### config.mk
export PLATFORM = sky130hd
export DESIGN_NAME = alarm_sequencer_flat
export DESIGN_NICKNAME = d
export VERILOG_FILES = /design/src/rtl/alarm_sequencer_if.sv /design/src/rtl/alarm_sequencer.sv /design/src/flat_wrapper.sv
export SDC_FILE = /design/constraint.sdc
export NUM_CORES = 1
export LEC_CHECK = 0
export BUFFER_PORTS_ARGS = -buffer_cell sky130_fd_sc_hd__buf_2
export CAP_MARGIN = 40
export CORE_MARGIN = 5
export CORE_UTILIZATION = 56
export DETAILED_ROUTE_END_ITERATION = 12
export GPL_TIMING_DRIVEN = 0
export PLACE_DENSITY = 0.85
export SLEW_MARGIN = 30
export SYNTH_ARGS = -nofsm -noshare
export SYNTH_HDL_FRONTEND = slang
export SYNTH_SLANG_ARGS = --single-unit
### constraint.sdc
create_clock -name CLOCK_50 -period 3.2 [get_ports CLOCK_50]
set_input_delay 0.32 -clock CLOCK_50 [delete_from_list [all_inputs] [get_ports CLOCK_50]]
set_output_delay 0.32 -clock CLOCK_50 [all_outputs]
set_load 0.01 [all_outputs]
### src/rtl/alarm_sequencer_if.sv
// Signal bundle between the alarm sequencer, the time/keypad/math side and the audio block.
interface alarm_sequencer_if;
    logic       sec_tick;
    logic [4:0] cur_hour;
    logic [5:0] cur_min;
    logic [5:0] cur_sec;
    logic [4:0] alm_hour;
    logic [5:0] alm_min;
    logic       alarm_enable;
    logic       snooze_req;
    logic       answer_valid;
    logic       answer_correct;
    logic       alarm_on;
    logic       snoozing;
    logic       new_problem;
    logic       dismissed;
    logic [2:0] snooze_used;
    logic [3:0] wrong_count;

    modport master (
        output sec_tick, cur_hour, cur_min, cur_sec, alm_hour, alm_min,
               alarm_enable, snooze_req, answer_valid, answer_correct,
        input  alarm_on, snoozing, new_problem, dismissed, snooze_used, wrong_count
    );

    modport slave (
        input  sec_tick, cur_hour, cur_min, cur_sec, alm_hour, alm_min,
               alarm_enable, snooze_req, answer_valid, answer_correct,
        output alarm_on, snoozing, new_problem, dismissed, snooze_used, wrong_count
    );
endinterface

### src/rtl/alarm_sequencer.sv
// Alarm ring/snooze sequencer: decides when the audio block sounds and tracks
// snoozes and wrong math answers for the current alarm event.
module alarm_sequencer #(
    parameter int SNOOZE_S       = 300,
    parameter int RING_TIMEOUT_S = 60,
    parameter int MAX_SNOOZE     = 3,
    parameter int CNT_W          = 9
) (
    input  logic              CLOCK_50,
    input  logic              reset,
    alarm_sequencer_if.slave  io
);
    typedef enum logic [1:0] {IDLE, RINGING, SNOOZE} state_t;

    state_t           state;
    logic [CNT_W-1:0] cnt;
    logic             alarm_on_q, snoozing_q, new_problem_q, dismissed_q;
    logic [2:0]       snooze_used_q;
    logic [3:0]       wrong_count_q;
    logic             trig, correct, wrong, expiry, budget;

    assign trig    = io.sec_tick & io.alarm_enable & (io.cur_sec == 6'd0) &
                     (io.cur_hour == io.alm_hour) & (io.cur_min == io.alm_min);
    assign correct = io.answer_valid & io.answer_correct;
    assign wrong   = io.answer_valid & ~io.answer_correct;
    assign expiry  = io.sec_tick & (cnt == CNT_W'(1));
    assign budget  = snooze_used_q < 3'(MAX_SNOOZE);

    always_ff @(posedge CLOCK_50) begin
        if (reset) begin
            state         <= IDLE;
            cnt           <= '0;
            alarm_on_q    <= 1'b0;
            snoozing_q    <= 1'b0;
            new_problem_q <= 1'b0;
            dismissed_q   <= 1'b0;
            snooze_used_q <= '0;
            wrong_count_q <= '0;
        end else begin
            new_problem_q <= 1'b0;
            dismissed_q   <= 1'b0;
            // Disable wins over everything; event counters are left for inspection.
            if (!io.alarm_enable) begin
                state      <= IDLE;
                alarm_on_q <= 1'b0;
                snoozing_q <= 1'b0;
            end else begin
                case (state)
                    IDLE: begin
                        if (trig) begin
                            state         <= RINGING;
                            alarm_on_q    <= 1'b1;
                            cnt           <= CNT_W'(RING_TIMEOUT_S);
                            snooze_used_q <= '0;
                            wrong_count_q <= '0;
                            new_problem_q <= 1'b1;
                        end
                    end
                    RINGING: begin
                        if (correct) begin
                            state       <= IDLE;
                            alarm_on_q  <= 1'b0;
                            dismissed_q <= 1'b1;
                        end else begin
                            if (wrong && wrong_count_q != 4'hF)
                                wrong_count_q <= wrong_count_q + 4'd1;
                            // Manual snooze and expiry in the same cycle consume one snooze.
                            if ((io.snooze_req || expiry) && budget) begin
                                state         <= SNOOZE;
                                alarm_on_q    <= 1'b0;
                                snoozing_q    <= 1'b1;
                                snooze_used_q <= snooze_used_q + 3'd1;
                                cnt           <= CNT_W'(SNOOZE_S);
                            end else if (wrong || expiry) begin
                                cnt <= CNT_W'(RING_TIMEOUT_S);
                            end else if (io.sec_tick) begin
                                cnt <= cnt - CNT_W'(1);
                            end
                        end
                    end
                    SNOOZE: begin
                        if (correct) begin
                            state       <= IDLE;
                            snoozing_q  <= 1'b0;
                            dismissed_q <= 1'b1;
                        end else begin
                            if (wrong && wrong_count_q != 4'hF)
                                wrong_count_q <= wrong_count_q + 4'd1;
                            // Back to ringing keeps the same problem, so no new_problem here.
                            if (expiry) begin
                                state      <= RINGING;
                                alarm_on_q <= 1'b1;
                                snoozing_q <= 1'b0;
                                cnt        <= CNT_W'(RING_TIMEOUT_S);
                            end else if (io.sec_tick) begin
                                cnt <= cnt - CNT_W'(1);
                            end
                        end
                    end
                    default: begin
                        state      <= IDLE;
                        alarm_on_q <= 1'b0;
                        snoozing_q <= 1'b0;
                    end
                endcase
            end
        end
    end

    assign io.alarm_on    = alarm_on_q;
    assign io.snoozing    = snoozing_q;
    assign io.new_problem = new_problem_q;
    assign io.dismissed   = dismissed_q;
    assign io.snooze_used = snooze_used_q;
    assign io.wrong_count = wrong_count_q;
endmodule
### src/flat_wrapper.sv
// flat-port wrapper written by rule: the top's interface ports become plain ports
module alarm_sequencer_flat 
#(
    parameter int SNOOZE_S       = 300,
    parameter int RING_TIMEOUT_S = 60,
    parameter int MAX_SNOOZE     = 3,
    parameter int CNT_W          = 9
)
  (CLOCK_50, reset, io_sec_tick, io_cur_hour, io_cur_min, io_cur_sec, io_alm_hour, io_alm_min, io_alarm_enable, io_snooze_req, io_answer_valid, io_answer_correct, io_alarm_on, io_snoozing, io_new_problem, io_dismissed, io_snooze_used, io_wrong_count);
  alarm_sequencer_if io_i ();
  input  logic CLOCK_50;
  input  logic reset;
  input wire logic [$bits(io_i.sec_tick)-1:0] io_sec_tick;
  input wire logic [$bits(io_i.cur_hour)-1:0] io_cur_hour;
  input wire logic [$bits(io_i.cur_min)-1:0] io_cur_min;
  input wire logic [$bits(io_i.cur_sec)-1:0] io_cur_sec;
  input wire logic [$bits(io_i.alm_hour)-1:0] io_alm_hour;
  input wire logic [$bits(io_i.alm_min)-1:0] io_alm_min;
  input wire logic [$bits(io_i.alarm_enable)-1:0] io_alarm_enable;
  input wire logic [$bits(io_i.snooze_req)-1:0] io_snooze_req;
  input wire logic [$bits(io_i.answer_valid)-1:0] io_answer_valid;
  input wire logic [$bits(io_i.answer_correct)-1:0] io_answer_correct;
  output wire logic [$bits(io_i.alarm_on)-1:0] io_alarm_on;
  output wire logic [$bits(io_i.snoozing)-1:0] io_snoozing;
  output wire logic [$bits(io_i.new_problem)-1:0] io_new_problem;
  output wire logic [$bits(io_i.dismissed)-1:0] io_dismissed;
  output wire logic [$bits(io_i.snooze_used)-1:0] io_snooze_used;
  output wire logic [$bits(io_i.wrong_count)-1:0] io_wrong_count;
  assign io_i.sec_tick = io_sec_tick;
  assign io_i.cur_hour = io_cur_hour;
  assign io_i.cur_min = io_cur_min;
  assign io_i.cur_sec = io_cur_sec;
  assign io_i.alm_hour = io_alm_hour;
  assign io_i.alm_min = io_alm_min;
  assign io_i.alarm_enable = io_alarm_enable;
  assign io_i.snooze_req = io_snooze_req;
  assign io_i.answer_valid = io_answer_valid;
  assign io_i.answer_correct = io_answer_correct;
  assign io_alarm_on = io_i.alarm_on;
  assign io_snoozing = io_i.snoozing;
  assign io_new_problem = io_i.new_problem;
  assign io_dismissed = io_i.dismissed;
  assign io_snooze_used = io_i.snooze_used;
  assign io_wrong_count = io_i.wrong_count;
  alarm_sequencer #(.SNOOZE_S(SNOOZE_S), .RING_TIMEOUT_S(RING_TIMEOUT_S), .MAX_SNOOZE(MAX_SNOOZE), .CNT_W(CNT_W)) u_core (.CLOCK_50(CLOCK_50), .reset(reset), .io(io_i));
endmodule
==> qor.txt <==
Total track usage -> 22.7%
Port Buf Inserts -> 43
WHS -> 0.352 ns
Reported net switching power -> 0.133 mW
P per Cell Area -> 260 nW/um^2
First-pass GRT wire length -> 7.58 mm
Fin cells -> 280
Max Slew Vio Count -> 0
Worst Hold Class -> in -> reg
Layout cell share with drive strength beyond 1 -> 24.5%
Clk buf depth -> 2
Type of origin of the critical path -> flip-flop
Clk_lat worst skew -> 0.32 ns
Reg2Reg Depth -> 7
Setup-failing EPs final -> 0
Clock transition at path regs -> 0.13 ns
Seq pwr share -> 53.7%
Leakage power -> 0.815 nW
Detailed Routing Iterations Pass 1 -> 4
Warnings, synthesis -> 0
Fin Clk Skew -> 0.00433 ns
WS Path Type -> reg -> reg
Syn-to-layout area delta -> 17.4%
Crit path time final -> 2.31 ns
Worst vdd ir -> 0.222 mV
Horiz. Die Dim -> 64.6 um
Slew of the pin with the lowest slew margin -> 0.653 ns
Hold Buf Count CTS -> 0
Min setup slack post-route -> 0.886 ns
Place WS -> 0.862 ns
Fmax -> 432 MHz
Synth unique cells -> 57
Wirelength per Cell -> 16.3 um
Initial antenna violation count -> 0
Remaining Overflow, GRT -> 0
Status -> finished, final reports clean
Register area share after synthesis -> 26.3%
Highest-delay cell along the critical path -> nor2_1
Final Wtd Congestion -> 1.05
Vias in the first global route -> 1648
Routed Antenna Nets -> 0
WHS Path Cells -> 3
Nets -> 293
Rows -> 19
Combinational group share of total power -> 14.4%
Pwr Total -> 0.510 mW
Drt total wl -> 4.56 mm
Post-synth net total -> 245
Dpl cells -> 276
RSZ-0062 raised after global routing -> false
Core area -> 2810 um^2
Sw frac -> 26.0%
CP max FO -> 7
CP peak stage delay -> 0.43 ns
CTS tree -> built
Antenna Cells -> 0
Mapped Cells -> 202
Post-CTS setup buffers -> 0
Final hold vios -> 0
Hpwl dp -> 3.59 mm
Relative slew margins -> 55.8%
Synth async-reset ratio -> 0%
Routed vias/inst -> 6.25
Number of synthesized flops with an enable pin -> 0
Vias -> 1750
Iteration-0 DRC Markers -> 145
Number of max-cap violations -> 0
Final setup TNS -> 0 ns
Die Ht -> 64.6 um
# IOs -> 46
H-tree Lvls -> 1
Die footprint -> 4180 um^2
Yosys reg bits -> 22
Largest net degree at the start of global routing -> 13
Detailed-route DRC error count -> 0
Most used cell, CP -> nor2_1
Starting Density -> 59.6%
P_int -> 0.378 mW
WP data required -> 3.43 ns
Cell Area, Synth -> 1670 um^2
Most frequent cells in the layout -> buf_2, dfxtp_1, nand2_1
Clk network pwr share -> 31.9%
Crit end category -> flip-flop
Crit-path cells -> inv_1 > ha_1 > nor2_1 > mux2i_1 > nor2_1 > nand4_1 > o221a_2
Tcrit/Tclk final -> 72.3%
CTS root buf -> clkbuf_4
TritonCTS Buffers -> 3
CTS sink cnt -> 22
Commonest register cell after synthesis -> dfxtp_1
CP Data Arrival Time -> 2.54 ns
Syn_area_per_cell -> 8.28 um^2
Most common cell after layout, fill and taps aside -> buf_2
CTS resizes -> 0
cell usage after synthesis, types with 4 or more instances:
cell type,count,area share (%)
a31oi_1,5,1.9
inv_1,12,2.7
a21oi_1,15,4.5
a211oi_1,5,2.2
nor2_1,14,3.1
xnor2_1,12,6.3
nand4_1,9,3.4
nand2_1,16,3.6
ha_1,8,6.0
mux2i_1,4,2.4
clkbuf_1,5,1.1
nand3_1,5,1.5
o21ai_0,7,2.1
dfxtp_1,22,26
nor3_1,4,1.2
power groups by stage:
stage	clock, mW	combinational, mW	sequential, mW
floorplan	0	0.0407	0.280
global placement	0	0.0711	0.280
detailed placement	0	0.0730	0.280
CTS	0.164	0.0733	0.274
global route	0.180	0.0815	0.274
finish	0.163	0.0733	0.274
worst max-delay path: cells and delay by family (launching register included):
family	cells	cell delay (ns)
DFF	1	0.41
buffers and inverters	1	0.09
AOI/OAI and AO/OA	1	0.29
adders and majority gates	1	0.28
muxes	1	0.16
and+or+nand+nor	3	0.99
registers in the layout (all words and copies together), names as in the netlist:
register	flops
u_core.io.dismissed	1
u_core.io.snoozing	1
u_core.io.snooze_used	3
u_core.cnt	9
u_core.io.wrong_count	4
u_core.io.alarm_on	1
u_core.io.new_problem	1
u_core.state	2
per-layer routing:
metal  wire length (um)  global-route usage [%]  vias to the layer above
li1                   -                       -                      862
met1               1830                    28.7                      792
met2               2270                    38.7                       90
met3                403                    4.49                        6
met4                 53                    7.65                        0
met5                  0                       0                        -
area by class of cell:
cell class / instances / area [um^2]
buffer: 8 / 35.0
clock buffer: 4 / 36.3
fill: 239 / 843
inverter: 12 / 45.0
multi-input combinational: 160 / 1150
sequential: 22 / 440
tap: 31 / 38.8
timing repair buffer: 43 / 215
path summary, 6_finish.rpt:
kind	startpoint	to	slack, ns
worst max-delay path	u_core.state[0]	u_core.cnt[2]	0.89
worst min-delay path	io_alarm_enable	u_core.io.wrong_count[3]	0.35
worst max register to register	u_core.state[0]	u_core.cnt[2]	0.89
worst min register to register	u_core.cnt[1]	u_core.cnt[1]	0.51
cell families after synthesis:
| family | Yosys count | synth area share, % |
|---|---|---|
| flip-flops | 22 | 26.3 |
| buffers and inverters | 20 | 4.79 |
| AO/OA/AOI/OAI | 60 | 26.2 |
| XOR/XNOR | 14 | 7.34 |
| multiplexers | 4 | 2.40 |
| AND/OR/NAND/NOR | 74 | 26.9 |
| adder cells (fa/ha/maj) | 8 | 5.99 |
per-stage QoR:
step | instance area (um^2) | utilization (%)
2_1_floorplan | 1670 | -
3_3_place_gp | 1930 | 68.6
3_5_place_dp | 1930 | 68.6
4_1_cts | 1960 | 69.9
5_1_grt | 1960 | 69.9
6_report | 1960 | 69.9
Power figures use the tool's default switching activity.
